<file path="src/rtl/mem_port_arbiter.sv">
// Round-robin arbiter and sequencer that shares the cache_ctrl user port between two
// single-word requesters, generating one-cycle strobes and returning data with an ack.
module mem_port_arbiter #(
  parameter int W_ADDR       = 32,
  parameter int W_DATA       = 32,
  parameter int BUSY_TIMEOUT = 16
) (
  input  logic                clk,
  input  logic                rst_n,
  input  logic                m0_req,
  input  logic                m0_write,
  input  logic [W_ADDR-1:0]   m0_addr,
  input  logic [W_DATA-1:0]   m0_wdata,
  input  logic [W_DATA/8-1:0] m0_mask,
  output logic                m0_ack,
  output logic [W_DATA-1:0]   m0_rdata,
  input  logic                m1_req,
  input  logic                m1_write,
  input  logic [W_ADDR-1:0]   m1_addr,
  input  logic [W_DATA-1:0]   m1_wdata,
  input  logic [W_DATA/8-1:0] m1_mask,
  output logic                m1_ack,
  output logic [W_DATA-1:0]   m1_rdata,
  output logic                mem_rd_en,
  output logic                mem_wr_en,
  output logic [W_ADDR-1:0]   mem_addr,
  output logic [W_DATA-1:0]   mem_wdata,
  output logic [W_DATA/8-1:0] mem_mask,
  input  logic [W_DATA-1:0]   mem_rdata,
  input  logic                mem_busy,
  output logic                owner,
  output logic                timeout_err
);

  localparam int W_MASK = W_DATA / 8;
  localparam int W_CNT  = $clog2(BUSY_TIMEOUT) + 1;
  localparam logic [W_CNT-1:0]  CNT_LAST  = W_CNT'(BUSY_TIMEOUT - 1);
  localparam logic [W_ADDR-1:0] ADDR_MASK = {{(W_ADDR-2){1'b1}}, 2'b00};

  typedef enum logic [2:0] {IDLE, ISSUE, WAIT_BUSY, WAIT_DONE, RESP} state_t;

  state_t            state_q, state_d;
  logic              owner_q, owner_d;
  logic              write_q, write_d;
  logic [W_ADDR-1:0] addr_q, addr_d;
  logic [W_DATA-1:0] wdata_q, wdata_d;
  logic [W_MASK-1:0] mask_q, mask_d;
  logic              rd_en_q, rd_en_d;
  logic              wr_en_q, wr_en_d;
  logic              m0_ack_q, m0_ack_d;
  logic              m1_ack_q, m1_ack_d;
  logic [W_DATA-1:0] m0_rdata_q, m0_rdata_d;
  logic [W_DATA-1:0] m1_rdata_q, m1_rdata_d;
  logic              timeout_q, timeout_d;
  logic [W_CNT-1:0]  cnt_q, cnt_d;
  logic              grant;
  logic              finish;

  // owner_q doubles as last_grant: on contention the requester not served last wins.
  always_comb begin
    state_d    = state_q;
    owner_d    = owner_q;
    write_d    = write_q;
    addr_d     = addr_q;
    wdata_d    = wdata_q;
    mask_d     = mask_q;
    rd_en_d    = 1'b0;
    wr_en_d    = 1'b0;
    m0_ack_d   = 1'b0;
    m1_ack_d   = 1'b0;
    m0_rdata_d = m0_rdata_q;
    m1_rdata_d = m1_rdata_q;
    timeout_d  = 1'b0;
    cnt_d      = cnt_q;
    grant      = 1'b0;
    finish     = 1'b0;

    unique case (state_q)
      IDLE: begin
        if (!mem_busy && (m0_req || m1_req)) begin
          grant   = (m0_req && m1_req) ? ~owner_q : m1_req;
          owner_d = grant;
          write_d = grant ? m1_write : m0_write;
          addr_d  = (grant ? m1_addr : m0_addr) & ADDR_MASK;
          wdata_d = grant ? m1_wdata : m0_wdata;
          mask_d  = grant ? m1_mask : m0_mask;
          rd_en_d = ~write_d;
          wr_en_d = write_d;
          state_d = ISSUE;
        end
      end
      ISSUE: begin
        cnt_d   = '0;
        state_d = WAIT_BUSY;
      end
      WAIT_BUSY: begin
        if (mem_busy) begin
          state_d = WAIT_DONE;
        end else if (cnt_q == CNT_LAST) begin
          timeout_d = 1'b1;
          finish    = 1'b1;
        end else begin
          cnt_d = cnt_q + 1'b1;
        end
      end
      WAIT_DONE: begin
        if (!mem_busy) begin
          finish = 1'b1;
        end
      end
      RESP: begin
        state_d = IDLE;
      end
      default: begin
        state_d = IDLE;
      end
    endcase

    // Normal completion and busy timeout share the response path; writes leave rdata alone.
    if (finish) begin
      state_d  = RESP;
      m0_ack_d = ~owner_q;
      m1_ack_d = owner_q;
      if (!write_q) begin
        if (owner_q) begin
          m1_rdata_d = mem_rdata;
        end else begin
          m0_rdata_d = mem_rdata;
        end
      end
    end
  end

  always_ff @(posedge clk or negedge rst_n) begin
    if (!rst_n) begin
      state_q    <= IDLE;
      owner_q    <= 1'b1;
      write_q    <= 1'b0;
      addr_q     <= '0;
      wdata_q    <= '0;
      mask_q     <= '0;
      rd_en_q    <= 1'b0;
      wr_en_q    <= 1'b0;
      m0_ack_q   <= 1'b0;
      m1_ack_q   <= 1'b0;
      m0_rdata_q <= '0;
      m1_rdata_q <= '0;
      timeout_q  <= 1'b0;
      cnt_q      <= '0;
    end else begin
      state_q    <= state_d;
      owner_q    <= owner_d;
      write_q    <= write_d;
      addr_q     <= addr_d;
      wdata_q    <= wdata_d;
      mask_q     <= mask_d;
      rd_en_q    <= rd_en_d;
      wr_en_q    <= wr_en_d;
      m0_ack_q   <= m0_ack_d;
      m1_ack_q   <= m1_ack_d;
      m0_rdata_q <= m0_rdata_d;
      m1_rdata_q <= m1_rdata_d;
      timeout_q  <= timeout_d;
      cnt_q      <= cnt_d;
    end
  end

  assign mem_rd_en   = rd_en_q;
  assign mem_wr_en   = wr_en_q;
  assign mem_addr    = addr_q;
  assign mem_wdata   = wdata_q;
  assign mem_mask    = mask_q;
  assign m0_ack      = m0_ack_q;
  assign m1_ack      = m1_ack_q;
  assign m0_rdata    = m0_rdata_q;
  assign m1_rdata    = m1_rdata_q;
  assign owner       = owner_q;
  assign timeout_err = timeout_q;

endmodule

</file>
<file path="config.mk">
export PLATFORM = sky130hd
export DESIGN_NAME = mem_port_arbiter
export DESIGN_NICKNAME = d
export VERILOG_FILES = /design/src/rtl/mem_port_arbiter.sv
export SDC_FILE = /design/constraint.sdc
export NUM_CORES = 1
export LEC_CHECK = 0
export CAP_MARGIN = 20
export CORE_UTILIZATION = 44
export DETAILED_ROUTE_END_ITERATION = 16
export PLACE_DENSITY = 0.85
export SYNTH_ARGS = -nofsm -noshare
export SYNTH_HDL_FRONTEND = slang
export SYNTH_SLANG_ARGS = --single-unit
</file>
<file path="constraint.sdc">
create_clock -name clk -period 3.2 [get_ports clk]
set_input_delay 0.64 -clock clk [delete_from_list [all_inputs] [get_ports clk]]
set_output_delay 0.64 -clock clk [all_outputs]
set_load 0.005 [all_outputs]
</file>
* Word level (Yosys, flattened, before mapping) *
Index checks and enable logic that the tools add are counted.

word-level totals
  word-level logic and storage cells = 61
  output and inout bits = 138
  register bits after elaboration = 145

cells by class
  eq/ne operators = 9
  reductions and logical operators = 11
  muxes and demuxes = 23
  bitwise gates (word level) = 3
  add/sub/neg operators = 1

operators with widths
  operator               number
  $mux W32               2
  $mux W1                12
  $pmux W3 S4            1
  $reduce_and A3 Y1      4
  $mux W5                2
  $pmux W5 S2            1
  $mux W3                3
  $eq A3 B2 Y1 const B   2
  $ne A2 B2 Y1 const B   3
  $ne A3 B3 Y1 const B   2
  $add A5 B1 Y5 const B  1
  $eq A5 B4 Y1 const B   1
  $mux W4                1
  $eq A3 B1 Y1 const B   1
  $logic_not A3 Y1       1
  $not A1 Y1             3
  $logic_and A1 B1 Y1    2
  $pmux W1 S2            1
  $reduce_and A2 Y1      1
  $reduce_bool A2 Y1     1
  $logic_not A1 Y1       1
  $logic_or A1 B1 Y1     1

* Depth between registers and ports, before layout *
Gate-level depths: netlist of the first run.

  word-level depth = 6
  depth in mapped cells = 8
  depth with buffers taken out = 6

* Worst setup path after synthesis of the first run *
OpenSTA, ideal clock, no wires.

  path type = flip-flop to flip-flop
  from = reg cnt_q[0]
  to = reg cnt_q[3]
  buffers on the path = 0
  library setup time = 0.079 ns
  stages on the path, launching flop included = 7
  arrival time = 1.929 ns
  slack = 1.192 ns
  path through = dfrtp_1 > ha_1 > and3_1 > ha_1 > or4b_1 > a211oi_1 > mux2i_1

between the ends
  cells in the longest elaborated chain, start to end = 4
  elaborated cells on any way between the ends = 7

RTL lines
  what                      line  text
  start: declaration        55    logic [W_CNT-1:0] cnt_q, cnt_d;
  start signal: assignment  164   cnt_q <= cnt_d;
  $add A5 B1 Y5             103   cnt_d = cnt_q + 1'b1;
  $mux W5                   99    end else if (cnt_q == CNT_LAST) begin
  $mux W5                   97    if (mem_busy) begin
  $pmux W5 S2               78    unique case (state_q)

Several ways; a longest one is shown, not always the timed one. The select of a mux whose other input is x is not followed.
A chain may end at the register's enable or synchronous reset.

* Worst setup path in the final report of the first run *
  from = reg owner_q (netlist: owner)
  to = out owner

RTL lines
  what                      line  text
  start: declaration        43    logic owner_q, owner_d;
  start signal: assignment  152   owner_q <= owner_d;
  end: declaration          31    output logic owner,

No word-level cell between the ends.

==> impl_summary.log, run 1 <==
[metrics] status: completed
[metrics] Max H-tree Level: 4
[metrics] fraction of layout cells with a size suffix above 1: around 15%
[metrics] Synth area leaders: sky130_fd_sc_hd__dfrtp_1 (57%), sky130_fd_sc_hd__mux2_2 (11%), sky130_fd_sc_hd__mux2i_1 (11%)
[metrics] count of placed standard cells including taps: roughly 960
[metrics] Setup crit start: owner
[metrics] number of buffers and inverters on the critical path: 1
[metrics] average instance area after synthesis: 12.6 um^2
[metrics] first-pass GRT wire length: 27.9 mm
[metrics] detailed-placement wirelength estimate: 13.0 mm
[metrics] most frequent cell after synthesis: sky130_fd_sc_hd__dfrtp_1
[metrics] final routed DRC violation total: 0
[metrics] final count of hold timing violations: 0
[metrics] data arrival time of the worst path: 1.57 ns
[metrics] commonest cells in the netlist: sky130_fd_sc_hd__dfrtp_1 (144), sky130_fd_sc_hd__a21oi_1 (137), sky130_fd_sc_hd__mux2i_1 (70)
[metrics] part of the total power dissipated in the clock network: 23.2%
[metrics] antenna violations before repair: 0
[metrics] First DRT Iteration DRCs: 247
[metrics] Achievable Freq: 452 MHz
[metrics] Critical Setup Path Class: reg2out
[metrics] count of different cell masters after synthesis: 35
[metrics] worst slew margin relative to its limit: 49.3%
[metrics] worst skew pair latency: 0.42 ns
[metrics] per-cell via count in the routed design: 5.24
[metrics] shortest period the worst path allows: 2.21 ns
[metrics] worst slack at placement: 0.615 ns
[metrics] number of port buffers: 306
[metrics] internal power: 5.98 mW
[metrics] most used flip-flop cell after synthesis: sky130_fd_sc_hd__dfrtp_1
[metrics] 1st-pass router iterations: 4
[metrics] post-route cell area: just over 10000 um^2
[metrics] Floorplan Core Area: around 14000 um^2
[metrics] Final #Nets: between 900 and 1000
[metrics] clock tree from TritonCTS: yes
[metrics] initial core utilization: between 40% and 50%
[metrics] Max-cap violations: 0
[metrics] switching component of the power: 2.63 mW
[metrics] via count of the first global-routing pass: 5392
[metrics] cell row count: 43
[metrics] areal power density over the cells: 852 nW/um^2
[metrics] via total after detailed routing: 5182
[metrics] cell type contributing the most total cell area after synthesis: sky130_fd_sc_hd__dfrtp_1
[metrics] critical path data required time: 2.56 ns
[metrics] beginning of the worst register-to-register path: cnt_q[0]
[metrics] diode insertion count for antenna repair: 0
[metrics] synthesized flop and latch total: 145
[metrics] count of synthesis-stage warnings from yosys: 0
[metrics] CTS Hold Buffers Added: 0
[metrics] x dimension of the die: 121 um
[metrics] die outline area: 14800 um^2
[metrics] # IOs: 313
[metrics] detail-routed net length per standard cell: about 19 um
[metrics] Synth Instances: about 500
[metrics] Post-Route Skew: 0.00976 ns
[metrics] total CTS buffers: 17
[metrics] slowest library cell on the worst path: sky130_fd_sc_hd__dfstp_2
[metrics] PostCTS Resize Cnt: 0
[metrics] post-CTS clock slew at the launch and capture registers of the worst setup and hold paths: 0.06 ns
[metrics] global placer's final weighted congestion: 0.827
[metrics] Mapped Area: 6280 um^2
[metrics] Slew Limit Fails: 0
[metrics] Finish-stage setup viols: 0
[metrics] Worst Setup Slack, final: ~0.99 ns
[metrics] Area growth syn-to-layout: 60.9%
[metrics] grt total ovfl: 0
[metrics] fraction of the yosys area taken by sequential cells: 57.8%
[metrics] leakage power: 4.28 nW
[metrics] unrepaired setup endpoints after global routing: no
[metrics] pin count of the biggest net entering global routing: 70
[metrics] overall routed net length: 18.3 mm
[metrics] Synth async-reset ratio: 100%
[metrics] delay of the slowest cell on the worst path: 0.60 ns
[metrics] non-filler cells, final: 989
[metrics] number of setup buffers added after CTS: 0
[metrics] Sink Count: roughly 150
[metrics] Die Span Y: 121 um
[metrics] Critical Path Fanout Max: 7
[metrics] share of power burned in combinational logic: 40.6%
[metrics] top-area cell type share of the netlist area: 57.4%
[metrics] switching part of the total power: 30.5%
[metrics] part of the power in registers: 36.2%
[metrics] Total Power: 8.61 mW
[metrics] Startpoint Class: flop
[metrics] buffer depth of the longest clock path: 2
[metrics] Total Neg Setup Slack: 0 ns
[metrics] transition time of the tightest slew-check pin: around 0.76 ns
[metrics] final critical-path share of the clock period: about 69%
[metrics] critical path capture point type: output port
[metrics] type of the worst min-delay path: in2async
[metrics] IR Drop Worst-Case VDD: ~560 uV
[metrics] count of antenna-violating nets left after detailed routing: 0
[metrics] kind of cell adding the most delay to the critical path: flip-flops
[metrics] total global-route track usage: about a quarter
[metrics] root buffer cell: sky130_fd_sc_hd__clkbuf_16
[metrics] CP cell instances: clkdlybuf4s50_1
[metrics] cell area after placement: 9500 um^2
[metrics] number of enable-type register cells in the synthesized netlist: 0
-- final cells by class --
type                       instances  area (um^2)
clock buffer                      21          480
clock inverter                    11          126
fill                             941         3780
inverter                           4         15.0
multi-input combinational        309         2410
sequential                       145         3630
tap                              180          225
timing repair buffer             319         3210
-- worst paths after layout --
check                                to  slack [ns]  cells past startpoint
max                               owner        0.99                      1
min                        m1_rdata[10]        0.16                      1
max reg2reg                m0_rdata[23]        1.01                      7
min in group clk            m1_rdata[6]        0.50                      1
min reg2reg                 m1_rdata[6]        0.50                      1
max in group asynchronous   m1_rdata[3]        2.27                      2
-- stage by stage --
step | hold slack (ns) | util, %
6_report | 0.164 | 72.8
5_1_grt | 0.190 | 72.8
4_1_cts | 0.170 | 72.8
3_5_place_dp | 0.490 | 68.4
3_3_place_gp | 0.466 | 68.4
2_1_floorplan | 0.344 | -
-- flip-flops by register name, summed over array words and instances, names as in the netlist, 3 cells and up --
signal / count
state_q: 3
m0_rdata: 32
mem_addr: 30
cnt_q: 5
m1_rdata: 32
mem_wdata: 32
mem_mask: 4
-- power by group through the flow --
stage / clock network, mW / registers, mW / logic [mW]
2_1_floorplan: 0 / 3.13 / 1.32
3_3_place_gp: 0 / 3.08 / 3.40
3_5_place_dp: 0 / 3.14 / 3.51
4_1_cts: 2.03 / 3.12 / 3.54
5_1_grt: 2.11 / 3.22 / 3.76
6_report: 2.00 / 3.12 / 3.49
-- cell families after synthesis --
| family | synth area share [%] |
|---|---|
| AOI/OAI and AO/OA | 12.0 |
| DFF | 57.8 |
| muxes | 22.8 |
| buffers and inverters | 4.12 |
| and+or+nand+nor | 2.81 |
| adders and majority gates | 0.398 |
| other | 0.0597 |
-- layer usage --
metal | vias to the layer above | GRT usage (%) | part of all wire, %
met5 | - | 0 | 0
met4 | 0 | 13.3 | 3.5
met3 | 47 | 6.86 | 6.5
met2 | 198 | 43.5 | 52
met1 | 2531 | 27.9 | 38
li1 | 2406 | - | -
-- placed cells by master (no fill, tap or decap), types with 2 or more instances in the layout --
cell | netlist | final
sky130_fd_sc_hd__clkbuf_16 | 0 | 17
sky130_fd_sc_hd__a21oi_1 | 137 | 137
sky130_fd_sc_hd__clkinv_4 | 0 | 3
sky130_fd_sc_hd__and2_1 | 3 | 2
sky130_fd_sc_hd__ha_1 | 2 | 2
sky130_fd_sc_hd__and3_1 | 2 | 2
sky130_fd_sc_hd__buf_4 | 4 | 9
sky130_fd_sc_hd__o22ai_1 | 3 | 3
sky130_fd_sc_hd__o21ai_0 | 2 | 2
sky130_fd_sc_hd__dfrtp_1 | 144 | 144
sky130_fd_sc_hd__bufinv_16 | 0 | 2
sky130_fd_sc_hd__nor2_1 | 4 | 4
sky130_fd_sc_hd__clkbuf_8 | 0 | 4
sky130_fd_sc_hd__nand2b_1 | 3 | 3
sky130_fd_sc_hd__clkdlybuf4s50_1 | 0 | 305
sky130_fd_sc_hd__mux2_2 | 64 | 64
sky130_fd_sc_hd__conb_1 | 1 | 2
sky130_fd_sc_hd__mux2i_1 | 70 | 70
sky130_fd_sc_hd__inv_1 | 4 | 4
sky130_fd_sc_hd__inv_6 | 0 | 2
sky130_fd_sc_hd__clkinv_2 | 0 | 3
sky130_fd_sc_hd__buf_12 | 0 | 4
-- worst reg2reg max path, stage by stage, from the launching register on --
cell and delay, ns:
sky130_fd_sc_hd__dfrtp_1 0.39, sky130_fd_sc_hd__ha_1 0.18, sky130_fd_sc_hd__and3_1 0.16, sky130_fd_sc_hd__ha_1 0.26, sky130_fd_sc_hd__nor2_2 0.12, sky130_fd_sc_hd__nor4b_4 0.33, sky130_fd_sc_hd__buf_12 0.26, sky130_fd_sc_hd__mux2_2 0.38
(Power assumes the default switching activity.)
==> run 2, diff against run 1 <==
--- a/config.mk
+++ b/config.mk
@@ -6,9 +6,9 @@
 export NUM_CORES = 1
 export LEC_CHECK = 0
 export CAP_MARGIN = 20
-export CORE_UTILIZATION = 44
+export CORE_UTILIZATION = 41
 export DETAILED_ROUTE_END_ITERATION = 16
-export PLACE_DENSITY = 0.85
+export PLACE_DENSITY = 0.8
 export SYNTH_ARGS = -nofsm -noshare
 export SYNTH_HDL_FRONTEND = slang
 export SYNTH_SLANG_ARGS = --single-unit
==> constraint.sdc (replaced) <==
create_clock -name clk -period 2.3 [get_ports clk]
set_input_delay 0.46 -clock clk [delete_from_list [all_inputs] [get_ports clk]]
set_output_delay 0.46 -clock clk [all_outputs]
set_load 0.005 [all_outputs]
==> run 2 against run 1 <==
The flow now finishes with violations (negative hold slack); sequential power increased by 39%; sequential cell count unchanged; critical path depth increased by 6; via count decreased by 1.8%; setup slack got worse by 0.87 ns; critical endpoint is now m1_rdata[28]; largest cell class unchanged; clock skew decreased by 0.0018 ns; sequential share of layout area decreased by 0.44 points; die area increased by 7.2%; non-clock buffer count increased by 6; clock power increased by 46%.
==> impl_summary.log, run 2 (synthesis gave the netlist of run 1 again) <==
[metrics] status: finished with violations
[metrics] violations in the final reports: negative hold slack
[metrics] final count of hold timing violations: 3 (+3)
[metrics] First DRT Iteration DRCs: 208 (-16%)
[metrics] shortest period the worst path allows: between 2 and 2.5 ns
[metrics] clock tree from TritonCTS: yes
[metrics] type of the worst min-delay path: in2async
[metrics] overall routed net length: 18.0 mm (-1.5%)
[metrics] detail-routed net length per standard cell: 18.1 um (-2.4%)
[metrics] antenna violations before repair: 0 (unchanged)
[metrics] Final #Nets: 979 (+0.62%)
[metrics] initial core utilization: 42.6% (-2.7 points)
[metrics] critical path data required time: 2.59 ns (+0.03 ns)
[metrics] leakage power: 4.33 nW (+1.2%)
[metrics] Max H-tree Level: 4 (unchanged)
[metrics] final routed DRC violation total: 0 (unchanged)
[metrics] Critical Setup Path Class: reg2reg
[metrics] pin count of the biggest net entering global routing: 58 (-17%)
[metrics] total CTS buffers: 17 (unchanged)
[metrics] Max-cap violations: 0 (unchanged)
[metrics] Finish-stage setup viols: 0 (unchanged)
[metrics] areal power density over the cells: 1190 nW/um^2 (+40%)
[metrics] non-filler cells, final: 998 (+0.91%)
[metrics] fraction of layout cells with a size suffix above 1: 15.0% (+0.40 points)
[metrics] Post-Route Skew: 0.00801 ns (-0.00175 ns)
[metrics] IR Drop Worst-Case VDD: 694 uV (+25%)
[metrics] post-CTS clock slew at the launch and capture registers of the worst setup and hold paths: 0.06 ns (about the same)
[metrics] via total after detailed routing: 5091 (-1.8%)
[metrics] detailed-placement wirelength estimate: 13.4 mm (+2.7%)
[metrics] Startpoint Class: flop
[metrics] count of antenna-violating nets left after detailed routing: 0 (unchanged)
[metrics] Slew Limit Fails: 0 (unchanged)
[metrics] CTS Hold Buffers Added: 0 (unchanged)
[metrics] global placer's final weighted congestion: 0.802 (-3.0%)
[metrics] post-route worst hold slack: -0.00954 ns (-0.173 ns)
[metrics] total global-route track usage: 22.8% (-2.3 points)
[metrics] critical path capture point type: flop
[metrics] count of placed standard cells including taps: 967 (+1.0%)
[metrics] Area growth syn-to-layout: 62.8%
[metrics] final critical-path share of the clock period: 95.0%
[metrics] worst slew margin relative to its limit: 62.5% (+13 points)
[metrics] unrepaired setup endpoints after global routing: no
[metrics] Total Power: 12.2 mW (+41%)
[metrics] Critical Path Fanout Max: 32 (+25)
[metrics] first-pass GRT wire length: 27.8 mm (-0.15%)
[metrics] number of port buffers: 306 (unchanged)
[metrics] die outline area: 15800 um^2 (+7.2%)
[metrics] via count of the first global-routing pass: 5320 (-1.3%)
[metrics] highest-count cells in the layout ignoring fill and taps: sky130_fd_sc_hd__clkdlybuf4s50_1 (305), sky130_fd_sc_hd__dfrtp_1 (144), sky130_fd_sc_hd__a21oi_1 (137)
[metrics] fraction of the core area covered by cells at the end of the flow: 69.3% (-3.5 points)
[metrics] most common cell after layout, fill and taps aside: sky130_fd_sc_hd__clkdlybuf4s50_1
[metrics] transition time of the tightest slew-check pin: 0.563 ns (-0.198 ns)
[metrics] Die Span Y: 126 um (+3.5%)
[metrics] 1st-pass router iterations: 4 (unchanged)
[metrics] worst skew pair latency: 0.41 ns (about the same)
[metrics] buffer depth of the longest clock path: 2 (unchanged)
[metrics] Total Neg Setup Slack: 0 ns (unchanged)
[metrics] data arrival time of the worst path: 2.47 ns (+0.90 ns)
[metrics] per-cell via count in the routed design: 5.10 (-2.6%)
[metrics] Floorplan Core Area: 14800 um^2 (+6.3%)
[metrics] Sink Count: 145 (unchanged)
[metrics] grt total ovfl: 0 (unchanged)
[metrics] x dimension of the die: 126 um (+3.5%)
[metrics] diode insertion count for antenna repair: 0 (unchanged)
[metrics] root buffer cell: sky130_fd_sc_hd__clkbuf_16
[metrics] Achievable Freq: between 400 and 500 MHz
[metrics] cell row count: 44 (+2.3%)
[metrics] # IOs: 313 (unchanged)
run 2: layer usage:
metal	up-vias	GRT usage, %	wire length [um]
met5	-	0	0
met2	178	42.3	9620
met3	32	5.01	994
li1	2414	-	-
met1	2467	25.3	6980
met4	0	9.21	421
run 2: critical path, cell delays in order, from the launching register on:
cell and delay (ns):
sky130_fd_sc_hd__dfrtp_1 0.38, sky130_fd_sc_hd__ha_1 0.19, sky130_fd_sc_hd__and3_1 0.16, sky130_fd_sc_hd__ha_1 0.23, sky130_fd_sc_hd__nor2_2 0.11, sky130_fd_sc_hd__nor4_4 0.35
sky130_fd_sc_hd__buf_12 0.26, sky130_fd_sc_hd__mux2_2 0.36
run 2: area by class of cell:
cell class                      instances  area (um^2)
Clock buffer                           23          488
Multi-Input combinational cell        309         2420
Fill cell                            1064         4530
Inverter                                4         15.0
Clock inverter                          8          150
Timing Repair Buffer                  325         3290
Sequential cell                       145         3630
Tap cell                              184          230
run 2: path summary, 6_finish.rpt:
check | start | endpoint | slack [ns] | cells after the start
min in group clk | m0_rdata[12] | m0_rdata[12] | 0.50 | 1
worst min register to register | m0_rdata[12] | m0_rdata[12] | 0.50 | 1
worst max-delay path | cnt_q[0] | m1_rdata[28] | 0.12 | 7
worst max register to register | cnt_q[0] | m1_rdata[28] | 0.12 | 7
worst min-delay path | rst_n | m1_rdata[10] | -0.01 | 1
max in group asynchronous | rst_n | mem_addr[30] | 1.61 | 2
run 2: through the flow:
step / instance area, um^2 / setup WS [ns]
final: 10200 / 0.115
after global placement: 9580 / 0.132
after floorplan: 6280 / 0.292
after global routing: 10200 / 0.0193
after CTS: 10200 / 0.125
after detailed placement: 9580 / 0.0785
run 2: power breakdown:
| part | leakage, nW | internal (mW) | switching (mW) |
|---|---|---|---|
| Sequential | 1.74 | 3.67 | 0.662 |
| Clock | 0.310 | 1.93 | 1.01 |
| Combinational | 2.28 | 3.00 | 1.92 |
| Total | 4.33 | 8.59 | 3.59 |
run 2: timing repair:
item / CTS / global route
setup buffers: 0 / 0
hold endpoints to repair: 0 / 0
resized for setup: 0 / 1
setup endpoints to repair: 0 / 1
